===== config.mk =====
export PLATFORM = sky130hd
export DESIGN_NAME = calc_display
export DESIGN_NICKNAME = d
export VERILOG_FILES = /design/src/rtl/calc_display.sv
export SDC_FILE = /design/constraint.sdc
export NUM_CORES = 1
export LEC_CHECK = 0
export ABC_AREA = 1
export BUFFER_PORTS_ARGS = -buffer_cell sky130_fd_sc_hd__buf_2
export CAP_MARGIN = 5
export CORE_UTILIZATION = 65
export DETAILED_ROUTE_END_ITERATION = 16
export PLACE_DENSITY = 0.84
export SLEW_MARGIN = 30
export SYNTH_ARGS = -nofsm -noshare
export SYNTH_HDL_FRONTEND = slang
export SYNTH_SLANG_ARGS = --single-unit

===== constraint.sdc =====
create_clock -name clock -period 3.25 [get_ports clock]
set_input_delay 0.325 -clock clock [delete_from_list [all_inputs] [get_ports clock]]
set_output_delay 0.325 -clock clock [all_outputs]
set_load 0.01 [all_outputs]

===== src/rtl/calc_display.sv =====
// calc_display: display stage for the calculator core.
// Captures the serial digit stream (data/pos) into a shadow buffer while the
// core is busy. When pos reaches the end marker (8), the shadow buffer is
// committed to the live buffer. The live buffer is scanned onto 8 common-anode
// seven-segment digits, with leading-zero blanking and a sticky error pattern.
//
// Ports:
//   clock      - system clock, rising edge
//   reset      - asynchronous active-low reset
//   status     - calc status: 00 error, 01 busy, 10 ready
//   data       - BCD digit for position pos
//   pos        - digit position (0 = LSD); 8 marks end of frame
//   an         - digit enables, active-low, one-hot-low
//   seg        - segments {g,f,e,d,c,b,a}, active-low
//   frame_done - one-cycle pulse after a frame is committed
//   err        - high while the error pattern is shown
module calc_display #(
    parameter int unsigned SCAN_DIV = 50000,
    parameter int unsigned NDIG     = 8
) (
    input  logic            clock,
    input  logic            reset,
    input  logic [1:0]      status,
    input  logic [3:0]      data,
    input  logic [3:0]      pos,
    output logic [NDIG-1:0] an,
    output logic [6:0]      seg,
    output logic            frame_done,
    output logic            err
);

    localparam int unsigned PW = (SCAN_DIV > 1) ? $clog2(SCAN_DIV) : 1;
    localparam int unsigned IW = 3;

    localparam logic [1:0] ST_ERR  = 2'b00;
    localparam logic [1:0] ST_BUSY = 2'b01;
    localparam logic [3:0] POS_END = 4'd8;
    localparam logic [3:0] POS_MAX = 4'd7;
    localparam logic [3:0] BLANK   = 4'hF;
    localparam logic [6:0] SEG_OFF = 7'h7F;

    logic [3:0]    shadow [NDIG];
    logic [3:0]    live   [NDIG];
    logic [PW-1:0] presc;
    logic [IW-1:0] idx;
    logic [3:0]    pos_q;

    logic            wr_c;
    logic            commit_c;
    logic            wrap_c;
    logic [NDIG-1:0] sig_c;
    logic [6:0]      seg_c;

    // BCD to active-low segments; codes 10..15 are blank.
    function automatic logic [6:0] dec7(input logic [3:0] d);
        logic [6:0] s;
        case (d)
            4'd0:    s = 7'h40;
            4'd1:    s = 7'h79;
            4'd2:    s = 7'h24;
            4'd3:    s = 7'h30;
            4'd4:    s = 7'h19;
            4'd5:    s = 7'h12;
            4'd6:    s = 7'h02;
            4'd7:    s = 7'h78;
            4'd8:    s = 7'h00;
            4'd9:    s = 7'h10;
            default: s = SEG_OFF;
        endcase
        return s;
    endfunction

    // Capture/commit qualifiers; a sticky error disables both.
    always_comb begin
        wr_c     = !err && (status == ST_BUSY) && (pos <= POS_MAX);
        commit_c = !err && (status == ST_BUSY) && (pos == POS_END) && (pos_q != POS_END);
        wrap_c   = (presc == PW'(SCAN_DIV - 1));
    end

    // sig_c[i]: some digit at or above i holds a nonzero BCD value.
    always_comb begin
        logic run;
        run   = 1'b0;
        sig_c = '0;
        for (int i = int'(NDIG) - 1; i >= 0; i--) begin
            run      = run | ((live[i] != 4'd0) && (live[i] < 4'd10));
            sig_c[i] = run;
        end
    end

    // Segment pattern for the digit currently selected by idx.
    always_comb begin
        seg_c = SEG_OFF;
        if (err) begin
            case (idx)
                3'd3:    seg_c = 7'h06;
                3'd2:    seg_c = 7'h2F;
                3'd1:    seg_c = 7'h2F;
                3'd0:    seg_c = 7'h23;
                default: seg_c = SEG_OFF;
            endcase
        end else if ((idx != '0) && !sig_c[idx]) begin
            seg_c = SEG_OFF;
        end else begin
            seg_c = dec7(live[idx]);
        end
    end

    // Capture, commit, error flag and digit scan.
    always_ff @(posedge clock or negedge reset) begin
        if (!reset) begin
            for (int i = 0; i < int'(NDIG); i++) begin
                shadow[i] <= BLANK;
                live[i]   <= BLANK;
            end
            presc      <= '0;
            idx        <= '0;
            pos_q      <= '0;
            an         <= ~NDIG'(1);
            seg        <= SEG_OFF;
            frame_done <= 1'b0;
            err        <= 1'b0;
        end else begin
            pos_q      <= pos;
            frame_done <= commit_c;
            if (status == ST_ERR) begin
                err <= 1'b1;
            end
            if (wr_c) begin
                shadow[pos[IW-1:0]] <= data;
            end
            // pos==8 never writes, so the shadow is already complete here.
            if (commit_c) begin
                for (int i = 0; i < int'(NDIG); i++) begin
                    live[i] <= shadow[i];
                end
            end
            if (wrap_c) begin
                presc <= '0;
                idx   <= idx + IW'(1);
            end else begin
                presc <= presc + PW'(1);
            end
            // an and seg are registered together from the same idx.
            an  <= ~(NDIG'(1) << idx);
            seg <= seg_c;
        end
    end

endmodule


Word-level counts from Yosys, hierarchy flattened
Memory sizes are Yosys's and may differ from the RTL's. Cells that the tools add are included.

Register bits after elaboration: 104. ROM bits: 112. Bits of input ports: 12. Word-level logic and storage cells: 97. Memories: 1.

Add/subtract/negate cells: 2. Order comparisons: 13. Equality and inequality tests: 7. Shift operators: 1. Multiplexer cells: 12. Bitwise logic cells: 10. Reductions and logical operators: 28.

Memory list: (name not given) (words 16, width 7, rd ports 1, clocked after Yosys merged registers in 0, write ports 0, line 57) `case (d)`.

Operators with widths (count): $bwmux 32 (1); $lt 4x4->1 const B (8); $reduce_bool 4->1 (8); $pmux 7 s3 (1); $add 16x1->16 const B (1); $eq 16x16->1 const B (1); $mux 16 (1); $logic_and 1x1->1 (14); $mux 7 (2); $bmux 4 s3 (1); $demux 4 s3 (1); $mux 4 (3); $ge 4x4->1 const B (2); $not 3->4 (2); $not 8->8 (1); $shl 1x3->8 const A (1); $or 1x1->1 (7); $eq 3x2->1 const B (2); $eq 4x4->1 const B (1); $le 4x3->1 const B (1); $lt 3x4->1 const B (1); $lt 4x1->1 const B (1); $ne 4x4->1 const B (1); $add 3x1->3 const B (1); other kinds (9) (10).

Depth between registers and ports, before layout
Depth after elaboration: 15. Depth in mapped cells: 16.

Worst setup path after synthesis
Ideal clock, no wire load.

Path type: register -> register. Start point: register idx[0]. End point: register seg[5]. Library setup time: 0.082 ns. Arrival: 1.625 ns. Data required time: 3.168 ns. Setup slack: 1.543 ns. Cell stages (with the launch flop): 16. Buffers on the path: 2. Period minus slack after synthesis: 1.707 ns. Cells stage by stage: dfrtp_1 > buf_6 > buf_2 > nand2_1 > nand2_1 > nand2_1 > nand3_1 > nand2_1 > inv_1 > ha_1 > inv_1 > nand3_1 > nand3_1 > nand3_1 > nand2_1 > nand2_1.

Word-level cells in the longest chain between the ends: 7. Elaborated cells on any way between the ends: 18. Classes of those cells: 3 x eq/ne; 8 x mux; 1 x bitwise; 5 x reduce/logical; 1 x memory.

Ends and longest elaborated chain: start: declaration (line 45) `logic [IW-1:0] idx;`; start signal: assignment (line 140) `idx <= idx + IW'(1);`; $not 3->4 (implied by the code) (line 105) `seg_c = dec7(live[idx]);`; $bmux 4 s3 (line 105); $mux 4 (implied by the code) (2 in series) (line 105); $mem_v2 16x7; $mux 7 (line 102) `end else if ((idx != '0) && !sig_c[idx]) begin`; $mux 7 (*) (line 94) `if (err) begin`; net seg_c[5] (line 52) `logic [6:0] seg_c;`; end signal: assignment (line 146) `seg <= seg_c;`; end: declaration (line 27) `output logic [6:0] seg,`.

The timed path passes the listed nets; every way through them passes the cells marked *. The select of a mux whose other input is x is not followed. A chain may end at the register's enable or synchronous reset.

Worst setup path in the final report
Start point: register idx[0]. End point: register seg[3].

The elaborated chain is that of the path after synthesis.

==> run_summary.xml <==
<?xml version="1.0" encoding="UTF-8"?>
<metrics>
  <group name="timing">
    <metric name="finClkSkew" unit="ps">10.9</metric>
    <metric name="unrepaired_setup_endpoints_after_global_routing" unit="">no</metric>
    <metric name="worstMarginPinSlew" unit="ps">869</metric>
    <metric name="final_hold_viol_count" unit="">0</metric>
    <metric name="fin_tns_setup" unit="ps">0</metric>
    <metric name="maxSlewViolCount" unit="">0</metric>
    <metric name="post_route_clock_period_utilization" unit="">0.719</metric>
    <metric name="maxSlewHeadroom" unit="">0.420</metric>
    <metric name="hold-worst-slack" unit="ps">93.2</metric>
    <metric name="layout_min_cycle_time" unit="ps">2340</metric>
    <metric name="max_freq" unit="MHz">428</metric>
    <metric name="layout_setup_ws" unit="ps">915</metric>
    <metric name="setup_violations" unit="">0</metric>
  </group>
  <group name="flow_run">
    <metric name="maxCapViolCount" unit="">0</metric>
  </group>
  <group name="clock_network">
    <metric name="clk-insertion-delay-late" unit="ps">360</metric>
    <metric name="clock_tree_from_tritoncts" unit="">yes</metric>
    <metric name="cts_buffer_depth" unit="">2</metric>
    <metric name="clk_transition_reported_paths" unit="ps">100</metric>
    <metric name="clock_sinks" unit="">104</metric>
    <metric name="postCtsSetupBuffers" unit="">0</metric>
    <metric name="cts_inserted_buffers" unit="">9</metric>
    <metric name="ctsHtreeMaxLevel" unit="">3</metric>
    <metric name="cts_root_buffer" unit="">clkbuf_8</metric>
  </group>
  <group name="critical_path">
    <metric name="timing.reg2reg.setup_slack" unit="ps">910</metric>
    <metric name="worst-path-stages" unit="">11</metric>
    <metric name="crit_top_cell" unit="">nand3_1</metric>
    <metric name="end_kind" unit="">register</metric>
    <metric name="worstSetupStartpoint" unit="">idx[0]</metric>
    <metric name="crit_chain" unit="">inv_4 -&gt; nand2_1 -&gt; nand3_1 -&gt; nand3_1 -&gt; nand2_1 -&gt; ha_1 -&gt; nand3_1 -&gt; nand3_1 -&gt; nand3_1 -&gt; nand2_1 -&gt; nand2_1</metric>
    <metric name="worst_r2r_path_depth" unit="">11</metric>
    <metric name="path_buf_inv" unit="">1</metric>
    <metric name="worstSetupEndpoint" unit="">seg[3]</metric>
    <metric name="setup.worst_path.start_class" unit="">register</metric>
    <metric name="worstSetupPathType" unit="">reg2reg</metric>
    <metric name="r2r_start" unit="">idx[0]</metric>
    <metric name="reg2reg_to" unit="">seg[3]</metric>
    <metric name="worstPathRequired" unit="ps">3540</metric>
    <metric name="worst_ep_arrival_time" unit="ps">2630</metric>
    <metric name="cpMaxStageDelayCell" unit="">dfrtp_1</metric>
    <metric name="critPathMaxFanout" unit="">29</metric>
    <metric name="gate_family_responsible_for_the_most_delay_along_the_worst_path" unit="">flip-flops</metric>
    <metric name="crit_path_max_incr_delay" unit="ps">920</metric>
  </group>
  <group name="grt">
    <metric name="grt_antenna_before_repair" unit="">0</metric>
    <metric name="globalRouteTotalUtil" unit="">0.275</metric>
    <metric name="first_global_vias" unit="">3985</metric>
    <metric name="grt_pass1_wl" unit="um">18000</metric>
    <metric name="grt_start_max_net_pins" unit="">59</metric>
    <metric name="total_gr_overflow" unit="">0</metric>
  </group>
  <group name="power">
    <metric name="sequential_group_share_of_total_power" unit="">0.623</metric>
    <metric name="vdd_drop_max" unit="V">0.000447</metric>
    <metric name="power.switching" unit="mW">0.475</metric>
    <metric name="cellPowerDensity" unit="nW/um^2">382</metric>
    <metric name="internal_power" unit="mW">1.63</metric>
    <metric name="netSwitchingFraction" unit="">0.226</metric>
    <metric name="standby_leakage_power" unit="nW">2.63</metric>
    <metric name="clock_power_share" unit="">0.351</metric>
    <metric name="power_frac_comb" unit="">0.026</metric>
  </group>
  <group name="min_path">
    <metric name="holdCritPathClass" unit="">in2reg</metric>
  </group>
  <group name="synthesis">
    <metric name="synth_area" unit="um^2">5120</metric>
    <metric name="synth.most_common_cell" unit="">nand2_1</metric>
    <metric name="synth-main-ff-cell" unit="">dfstp_2</metric>
    <metric name="synth_largest_area_cell" unit="">dfstp_2</metric>
    <metric name="synth_enable_flop_cells" unit="">0</metric>
    <metric name="ys_seq_elements" unit="">104</metric>
    <metric name="share_of_the_synthesized_area_in_the_top_cell_type" unit="">0.400</metric>
    <metric name="distinct_cell_type_count_after_synthesis" unit="">35</metric>
    <metric name="post_synth_most_frequent_cells" unit="">nand2_1 (161), inv_1 (84), dfstp_2 (78)</metric>
    <metric name="synth_warnings" unit="">0</metric>
    <metric name="synth_nets" unit="">626</metric>
    <metric name="synthesis.area_per_instance" unit="um^2">8.51</metric>
    <metric name="postSynthCellCount" unit="">602</metric>
    <metric name="synthTopCellsByArea" unit="">dfstp_2 (40%), dfrtp_1 (13%), nand2_1 (12%)</metric>
    <metric name="ys_seq_area_frac" unit="">0.527</metric>
    <metric name="async_reset_ff_frac" unit="">1.00</metric>
  </group>
  <group name="floorplanning">
    <metric name="io_pins" unit="">29</metric>
    <metric name="die_x" unit="um">90.8</metric>
    <metric name="dieHeight" unit="um">90.8</metric>
    <metric name="starting_density_of_the_core" unit="">0.666</metric>
    <metric name="num_rows" unit="">32</metric>
    <metric name="design.core.area" unit="um^2">7690</metric>
    <metric name="area_of_the_die" unit="um^2">8240</metric>
  </group>
  <group name="detailed_routing">
    <metric name="antenna_left" unit="">0</metric>
    <metric name="drt_pass1_iterations" unit="">5</metric>
    <metric name="wirelength" unit="um">10200</metric>
    <metric name="routed_via_density" unit="">5.39</metric>
    <metric name="routedWlPerCell" unit="um">13.8</metric>
    <metric name="via_total_after_detailed_routing" unit="">3981</metric>
    <metric name="dr.first_iter.drc_count" unit="">250</metric>
    <metric name="route.detailed.drc" unit="">0</metric>
  </group>
  <group name="final_layout">
    <metric name="drive_above_1_share" unit="">0.247</metric>
    <metric name="antenna_cells_inserted" unit="">0</metric>
    <metric name="post_route_cell_area" unit="um^2">5500</metric>
    <metric name="areaGrowthSynthToFinish" unit="%">7.45</metric>
    <metric name="postLayoutCoreUtil" unit="">0.716</metric>
    <metric name="nets" unit="">655</metric>
  </group>
  <group name="outcome">
    <metric name="status" unit="">completed</metric>
  </group>
  <group name="place">
    <metric name="dp_hpwl" unit="um">7330</metric>
    <metric name="placed_cell_area" unit="um^2">5310</metric>
    <metric name="place_ws" unit="ps">957</metric>
    <metric name="gp_congestion" unit="">0.935</metric>
    <metric name="io_buffers" unit="">28</metric>
  </group>
</metrics>
## cell usage in the layout (no fill, tap or decap), types with 2 or more instances in the layout
master      synthesis  layout
buf_2               2      27
xor2_1              5       5
nor2_4              3       3
ha_1               12      12
nand3_2             3       3
nand2_2             6       6
a21oi_1             6       6
clkinvlp_4          0       2
nor2_2              5       5
clkbuf_8            0      10
o21ai_2             4       4
nand2_1           161     161
nand3_1            41      41
buf_4               3       2
nor2_1             39      39
dfrtp_1            26      26
nor3_1              4       4
inv_1              84      84
nand4_1             5       5
inv_2               6       6
o21ai_0            56      56
dfstp_2            78      78
o211ai_1            6       6
nor3_2              2       2
nor4_1              3       3
o21ai_1            25      25
## final cells by class
type	count	area, um^2
clock buffers	11	141
clock inverters	5	40.0
fillers	611	2180
inverters	91	344
multi-input cells	394	1970
flip-flops and latches	104	2700
well taps	102	128
repair buffers	31	180
## logic make-up (layout without fill, tap and decap cells)
kind of cell | count (synthesis) | count (layout) | share of synthesized area
XOR/XNOR | 5 | 5 | 0.00855
flip-flops | 104 | 104 | 0.527
buffers and inverters | 104 | 138 | 0.0882
adder cells (fa/ha/maj) | 12 | 12 | 0.0293
AND/OR/NAND/NOR | 277 | 277 | 0.242
AO/OA/AOI/OAI | 100 | 100 | 0.105
## stage by stage
stage          instances  power, mW
2_1_floorplan        602       1.34
3_3_place_gp         721       1.38
3_5_place_dp         721       1.39
4_1_cts              738       2.12
5_1_grt              738       2.18
6_report             738       2.10
## worst min-delay path by stage
stage	endpoint	cells past startpoint	startpoint	slack (ps)
final	pos_q[3]	1	pos[3]	90
after global placement	idx[2]	1	reset	360
after global routing	pos_q[3]	1	pos[3]	80
after CTS	pos_q[3]	1	pos[3]	80
after floorplan	an[0]	0	reset	30
after detailed placement	err	1	reset	370
## flip-flops by register name (all words and copies together) (netlist names)
register    cells
idx             3
err             1
shadow         32
frame_done      1
an              8
presc          16
seg             7
live           32
pos_q           4
## repair_timing
action | 4_1_cts | 5_1_grt
hold buffers | 1 | 0
endpoints found under the hold margin | 8 | 0
resized for setup | 0 | 0
## power groups by stage
stage	Clock (mW)	Sequential (mW)	Combinational, mW
after floorplan	0	1.33	0.00981
after global placement	0	1.33	0.0544
after detailed placement	0	1.33	0.0560
after CTS	0.757	1.31	0.0571
after global routing	0.802	1.31	0.0636
final	0.737	1.31	0.0551
## routing by layer
metal | share of wire | track usage | vias up
li1 | - | - | 1967
met1 | 0.45 | 0.367 | 1880
met2 | 0.49 | 0.459 | 111
met3 | 0.041 | 0.0438 | 23
met4 | 0.019 | 0.0952 | 0
met5 | 0 | 0 | -
No activity file was read; power rests on OpenSTA's default activity.
